### src/rtl/fixed_addsub_sat.sv
// Multi-lane pipelined signed fixed-point add/sub with saturate-or-wrap overflow,
// valid/ready flow control and a saturating overflow-event counter.

module fixed_addsub_lane #(
    parameter int BITS     = 8,
    parameter int SATURATE = 1
) (
    input  logic            clk,
    input  logic            rst,
    input  logic            s1_en,
    input  logic            s2_en,
    input  logic            s1_valid,
    input  logic            op,
    input  logic [BITS-1:0] a,
    input  logic [BITS-1:0] b,
    output logic [BITS-1:0] c,
    output logic            ovf
);
    localparam logic [BITS-1:0] MAX_V = {1'b0, {(BITS-1){1'b1}}};
    localparam logic [BITS-1:0] MIN_V = {1'b1, {(BITS-1){1'b0}}};

    logic [BITS:0]   sum_d, sum_q;
    logic [BITS-1:0] c_d, c_q;
    logic            ovf_d, ovf_q;
    logic            over;
    logic [BITS:0]   ea, eb;

    always_comb begin
        ea    = {a[BITS-1], a};
        eb    = {b[BITS-1], b};
        sum_d = sum_q;
        if (s1_en)
            sum_d = op ? (ea - eb) : (ea + eb);
    end

    // Sign bit and the bit below it disagree exactly when the result left range.
    assign over = sum_q[BITS] ^ sum_q[BITS-1];

    always_comb begin
        c_d   = c_q;
        ovf_d = ovf_q;
        if (s2_en && s1_valid) begin
            ovf_d = over;
            if (SATURATE != 0 && over)
                c_d = sum_q[BITS] ? MIN_V : MAX_V;
            else
                c_d = sum_q[BITS-1:0];
        end
    end

    always_ff @(posedge clk or posedge rst) begin
        if (rst) begin
            sum_q <= '0;
            c_q   <= '0;
            ovf_q <= 1'b0;
        end else begin
            sum_q <= sum_d;
            c_q   <= c_d;
            ovf_q <= ovf_d;
        end
    end

    assign c   = c_q;
    assign ovf = ovf_q;
endmodule

module fixed_addsub_sat #(
    parameter int    BITS      = 8,
    parameter string PRECISION = "FIXED_4_4",
    parameter int    LANES     = 1,
    parameter int    SATURATE  = 1,
    parameter int    CNT_BITS  = 16
) (
    input  logic                  clk,
    input  logic                  rst,
    input  logic                  in_valid,
    output logic                  in_ready,
    input  logic                  op,
    input  logic [LANES*BITS-1:0] a,
    input  logic [LANES*BITS-1:0] b,
    output logic                  out_valid,
    input  logic                  out_ready,
    output logic [LANES*BITS-1:0] c,
    output logic [LANES-1:0]      ovf,
    input  logic                  clr_count,
    output logic [CNT_BITS-1:0]   ovf_count
);
    // vld_pipe_q[1] = S1 occupied, vld_pipe_q[2] = S2 occupied (out_valid).
    logic [2:1]          vld_pipe_d, vld_pipe_q;
    logic [CNT_BITS-1:0] cnt_d, cnt_q;
    logic                s1_en, s2_en;

    assign s2_en    = !vld_pipe_q[2] || out_ready;
    assign s1_en    = !vld_pipe_q[1] || s2_en;
    assign in_ready = s1_en;

    always_comb begin
        vld_pipe_d = vld_pipe_q;
        if (s1_en) vld_pipe_d[1] = in_valid;
        if (s2_en) vld_pipe_d[2] = vld_pipe_q[1];
    end

    // Clear wins over a coincident increment; count sticks at all-ones.
    always_comb begin
        cnt_d = cnt_q;
        if (clr_count)
            cnt_d = '0;
        else if (vld_pipe_q[2] && out_ready && (|ovf) && !(&cnt_q))
            cnt_d = cnt_q + 1'b1;
    end

    always_ff @(posedge clk or posedge rst) begin
        if (rst) begin
            vld_pipe_q <= '0;
            cnt_q      <= '0;
        end else begin
            vld_pipe_q <= vld_pipe_d;
            cnt_q      <= cnt_d;
        end
    end

    for (genvar i = 0; i < LANES; i++) begin : g_lane
        fixed_addsub_lane #(
            .BITS     (BITS),
            .SATURATE (SATURATE)
        ) u_lane (
            .clk      (clk),
            .rst      (rst),
            .s1_en    (s1_en),
            .s2_en    (s2_en),
            .s1_valid (vld_pipe_q[1]),
            .op       (op),
            .a        (a[i*BITS +: BITS]),
            .b        (b[i*BITS +: BITS]),
            .c        (c[i*BITS +: BITS]),
            .ovf      (ovf[i])
        );
    end

    assign out_valid = vld_pipe_q[2];
    assign ovf_count = cnt_q;
endmodule
### config.mk
export PLATFORM = sky130hd
export DESIGN_NAME = fixed_addsub_sat
export DESIGN_NICKNAME = d
export VERILOG_FILES = /design/src/rtl/fixed_addsub_sat.sv
export SDC_FILE = /design/constraint.sdc
export NUM_CORES = 1
export LEC_CHECK = 0
export BUFFER_PORTS_ARGS = -buffer_cell sky130_fd_sc_hd__buf_2
export CAP_MARGIN = 20
export CORE_UTILIZATION = 45
export DETAILED_ROUTE_END_ITERATION = 6
export PLACE_DENSITY = 0.68
export SYNTH_ARGS = -nofsm -noshare
export SYNTH_HDL_FRONTEND = slang
export SYNTH_SLANG_ARGS = --single-unit
### constraint.sdc
create_clock -name clk -period 5.15 [get_ports clk]
set_clock_uncertainty 0.05 [all_clocks]
set_input_delay 0.515 -clock clk [delete_from_list [all_inputs] [get_ports clk]]
set_output_delay 0.515 -clock clk [all_outputs]
set_load 0.01 [all_outputs]
# [After elaboration in Yosys (flattened, before gate mapping)]
# Cells that the tools add are included.
[classes] add_sub_neg=3 muxes=5 bitwise=1 reduce_logical=11
[op_table] cell="16-bit two-way mux" n=2
[op_table] cell="16-bit by 1-bit adder with 16-bit output, second input constant" n=1
[op_table] cell="8-bit two-way mux" n=2
[op_table] cell="16-bit AND reduction" n=1
[op_table] cell="8-bit by 8-bit adder with 9-bit output" n=1
[op_table] cell="9-bit two-way mux" n=1
[op_table] cell="8-bit by 8-bit subtractor with 9-bit output" n=1
[op_table] cell="1-bit logical AND" n=4
[op_table] cell="1-bit zero test" n=3
[op_table] cell="1-bit logical OR" n=2
[op_table] cell="2-bit nonzero test" n=1
[op_table] cell="1-bit XOR" n=1
[totals] reg_bits=36 inputBits=22 out_inout_bits=27 elab_cells=26

# [Longest topological paths before layout]
[depth] depth_word=5 mapped_depth=11 ltp_nobuf=11

# [Hierarchy]
# From an unflattened synthesis, not the netlist that was laid out.
[hier_totals] cells_unflattened=251 area_unflattened_um2=2326.0
[by_module_without_submodules] module="fixed_addsub_lane" instances=1 cells_each=143 area_per_inst_um2=1275.0 seq_area_each_um2=450.4
[by_module_without_submodules] module="fixed_addsub_sat" instances=1 cells_each=108 area_per_inst_um2=1051.0 seq_area_each_um2=450.4

# [Worst setup path before layout]
# Ideal clock, no wire load.
[synth_path] path_type="input port to flip-flop" from="input port b[0]" to="register g_lane[0].u_lane.sum_q[8]" setup_ps=95 arrival_ps=2181 t_required_ps=5005 path_slack_ps=2824 stages=11 path_buffers=0 path_cell_list="inv_1 -> ha_1 -> nor3b_1 -> nor2_1 -> xnor2_1 -> ha_1 -> and2_1 -> a31oi_1 -> nand3_1 -> and3_1 -> o31ai_1"
[synth_between] elab_chain_cells=2 word_cells_on_any_way=3 classes_between="add/sub: 2; mux: 1"
[synth_lines] element="start, declared" line_no="80" text="input logic [LANES*BITS-1:0] b,"
[synth_lines] element="8-bit by 8-bit adder with 9-bit output or 8-bit by 8-bit subtractor with 9-bit output (tied branches)" line_no="33" text="sum_d = op ? (ea - eb) : (ea + eb);"
[synth_lines] element="9-bit two-way mux (*)" line_no="33"
[synth_lines] element="end signal, assigned" line_no="57" text="sum_q <= sum_d;"
[synth_lines] element="end, declared" line_no="22" text="logic [BITS:0] sum_d, sum_q;"
# Mark *: on every way between the ends. The rest lies on a longest branch, timed or not.
# A chain may end at the register's enable or synchronous reset.

# [Final worst setup path]
[layout_path] from="input port out_ready" to="output port in_ready"
[layout_between] elab_chain_cells=2
[layout_lines] element="start, declared" line_no="82" text="input logic out_ready,"
[layout_lines] element="1-bit logical OR" line_no="93" text="assign s2_en = !vld_pipe_q[2] || out_ready;"
[layout_lines] element="1-bit logical OR" line_no="94" text="assign s1_en = !vld_pipe_q[1] || s2_en;"
[layout_lines] element="end, declared" line_no="77" text="output logic in_ready,"
# Every way passes these cells.

==> summary.md <==
| Metric | Value |
|---|---|
| Top_reg_cell synth | dfrtp_1 |
| Mean Syn Cell Area | 8.80 sq um |
| Worst path slowest cell | nor2_1 |
| Sequential power share | 45.0% |
| Yosys warns | 0 |
| Area Growth Syn to Fin | 17.3% |
| Final HPWL from detailed placement | 3280 microns |
| Antenna Cells | 0 |
| Commonest non-fill, non-tap cells in the layout | buf_2 (48), dfrtp_1 (36), nor2_1 (29), nand2_1 (27), o21ai_0 (23) |
| Fillers | 461 |
| Setup CP Type | input port to output port |
| CTS root buffer | clkbuf_8 |
| Crit path cell chain | buf_2, nand2b_1, nor2_1, inv_1, buf_2 |
| Max transition margin | 53.9% |
| Worst Setup SP | out_ready |
| Clock power share | 24.6% |
| TritonRoute pass-1 iters | 4 |
| Setup Fix Bufs, Post-CTS | 0 |
| GR Overflow Total | 0 |
| Worst Path Buf+Inv | 3 |
| Core area | 4720 sq um |
| Post-Syn Area | 2220 sq um |
| Leading cell type in the layout, fill and taps excluded | buf_2 |
| Placed inst area | 2510 sq um |
| CTS buffer count | 5 |
| Min Tclk post-route | 2.48 ns |
| DR WL met2 | 1970 microns |
| Critical path arrival | 1.91 ns |
| Crit-path max cell delay | 0.54 ns |
| Hold Buf Count CTS | 0 |
| Yosys reg bits | 36 |
| Comb power frac | 30.5% |
| Finished Cell Area | 2600 sq um |
| I/O Buffers | 48 |
| Insertion delay to the later sink of the worst-skew pair | 0.29 ns |
| Largest net degree at the start of global routing | 37 |
| WL per Instance | 11.8 microns |
| # IOs | 49 |
| RSZ-0062 raised after global routing | false |
| Die ar. | 5210 sq um |
| Rows | 25 |
| Min-Delay Path Class | input port to asynchronous set/reset pin |
| Reg-to-Reg Start | vld_pipe_q[2]$_DFFE_PP0N_ |
| Final Hold Viols | 0 |
| Sw Pwr | 0.000275 W |
| Status | complete, no violations |
| Wire length on met3 | 172 microns |
| Clock-pin slew on the worst setup and hold paths | 0.07 ns |
| CP most frequent cell | buf_2 |
| Async set-or-reset flop fraction in the synthesized netlist | 100% |
| M1 WL | 2170 microns |
| First-pass GRT wire length | 7470 microns |
| CP startpoint kind | input port |
| F_max | 0.404 GHz |
| All-layer global routing usage | 18.3% |
| Worst-margin pin slew | 0.690 ns |
| CTS tree | done |
| Vias in the first global route | 1704 |
| Initial Util | 47.0% |
| Final Cycle Share | 48.1% |
| Final setup viols | 0 |
| Max Used Layer | met4 |
| Residual DRC | 0 |
| Max Root-Sink Buffers | 2 |
| Post-Syn Instances | 252 |
| Nets | 336 |
| ANT nets after route | 0 |
| Number of synthesized flops with an enable pin | 0 |
| Share of cells above drive strength 1 | 20.9% |
| Critical Path Sink Type | output port |
| Cts repair resizes | 0 |
| Slew Viols, Final | 0 |
| Cell variety after synth | 43 |
| Final RePlAce weighted congestion | 0.817 |
| Die X | 72.2 microns |
| Syn nets | 287 |
| Final TNS setup | 0 ns |
| Max FO, Critical Path | 12 |
| Die height | 72.2 microns |
| 1st-iter DRT viols | 55 |
| Max capacitance violation total | 0 |
| Worst ir drop on vdd | 0.124 mV |
| Internal | 0.000559 W |
| Final wirelength | 4350 microns |
| Switching share of power | 33.0% |
| CTS H-tree lvls | 2 |
| Antenna violations before repair | 0 |
| Avg Vias per Cell | 5.18 |
| Seq/Total Area, Yosys | 40.6% |
| Cell family with most CP delay | simple AND/OR/NAND/NOR gates |
| Pwr/cell area | 321 nW/um^2 |
| Routed vias | 1912 |
| CTS sink cnt | 36 |
| Leak Pwr | 1.24 nW |
| Critical Path RT | 4.59 ns |
==> per-layer routing <==
| metal | GRT usage, % | vias to the layer above |
|---|---|---|
| li1 | - | 982 |
| met1 | 24.9 | 883 |
| met2 | 29.0 | 43 |
| met3 | 3.47 | 4 |
| met4 | 7.41 | 0 |
| met5 | 0 | - |
==> registers in the layout (all words and copies together), names as in the netlist <==
register	cells
vld_pipe_q	2
g_lane.u_lane.sum_q	9
g_lane.u_lane.ovf	1
g_lane.u_lane.c	8
ovf_count	16
==> cells by family (layout without fill, tap and decap cells) <==
kind of cell | count (synthesis) | after routing | synth area share (%)
fa+ha+maj | 13 | 13 | 7.67
mux | 3 | 3 | 1.41
xor+xnor | 20 | 20 | 7.90
simple gates | 107 | 107 | 24.5
compound gates | 54 | 54 | 14.2
flops | 36 | 36 | 40.6
buf+inv | 19 | 69 | 3.78
==> power groups by stage <==
stage / sequential (W) / clock [W] / combinational [W]
2_1_floorplan: 0.000394 / 0 / 0.000159
3_3_place_gp: 0.000380 / 0 / 0.000251
3_5_place_dp: 0.000381 / 0 / 0.000256
4_1_cts: 0.000376 / 0.000211 / 0.000257
5_1_grt: 0.000385 / 0.000220 / 0.000292
6_report: 0.000375 / 0.000205 / 0.000254
==> cell type report <==
type / instances / area (sq um) / area share [%]
clock buffers: 8 / 90.1 / 3.46
well taps: 67 / 83.8 / 3.22
flip-flops and latches: 36 / 901 / 34.6
inverters: 12 / 45.0 / 1.73
repair buffers: 49 / 248 / 9.52
multi-input cells: 197 / 1230 / 47.4
==> tightest hold or removal path: stages <==
cell	delay, ns
buf_2	0.10
inv_1	0.04
buf_4	0.39
==> per-stage QoR <==
step	setup slack, ns	power, W	utilization [%]	cells	hold WS [ns]
after floorplan	2.82	0.000553	-	252	0.389
after CTS	2.63	0.000845	55.1	369	0.284
after detailed placement	2.51	0.000637	53.2	361	0.411
after global placement	2.58	0.000631	53.2	361	0.401
after global routing	2.43	0.000896	55.1	369	0.339
final	2.67	0.000834	55.1	369	0.271
==> Yosys cell counts (3+ instances only) <==
library cell,number,area (sq um)
a21oi_1,16,80.1
and3_1,3,18.8
clkbuf_1,4,15.0
dfrtp_1,36,901
ha_1,12,150
inv_1,12,45.0
nand2_1,27,101
nand2b_1,5,31.3
nand3_1,7,35.0
nand3b_1,3,22.5
nand4_1,6,37.5
nor2_1,29,109
nor3_1,9,45.0
o21ai_0,23,115
or3_1,5,31.3
xnor2_1,13,114
xor2_1,7,61.3
==> path summary, 6_finish.rpt <==
check | end | slack [ns] | depth (start not counted)
worst min-delay path | ovf_count[0]$_DFFE_PP0P_ | 0.27 | 3
max in group asynchronous | g_lane[0].u_lane.c[0]$_DFFE_PP0P_ | 4.46 | 3
min in group clk | vld_pipe_q[1]$_DFFE_PP0P_ | 0.38 | 2
worst max register to register | g_lane[0].u_lane.sum_q[7]$_DFFE_PP0P_ | 3.15 | 6
worst min register to register | g_lane[0].u_lane.c[7]$_DFFE_PP0P_ | 0.42 | 2
worst max-delay path | in_ready | 2.67 | 5
Power figures use the tool's default switching activity.
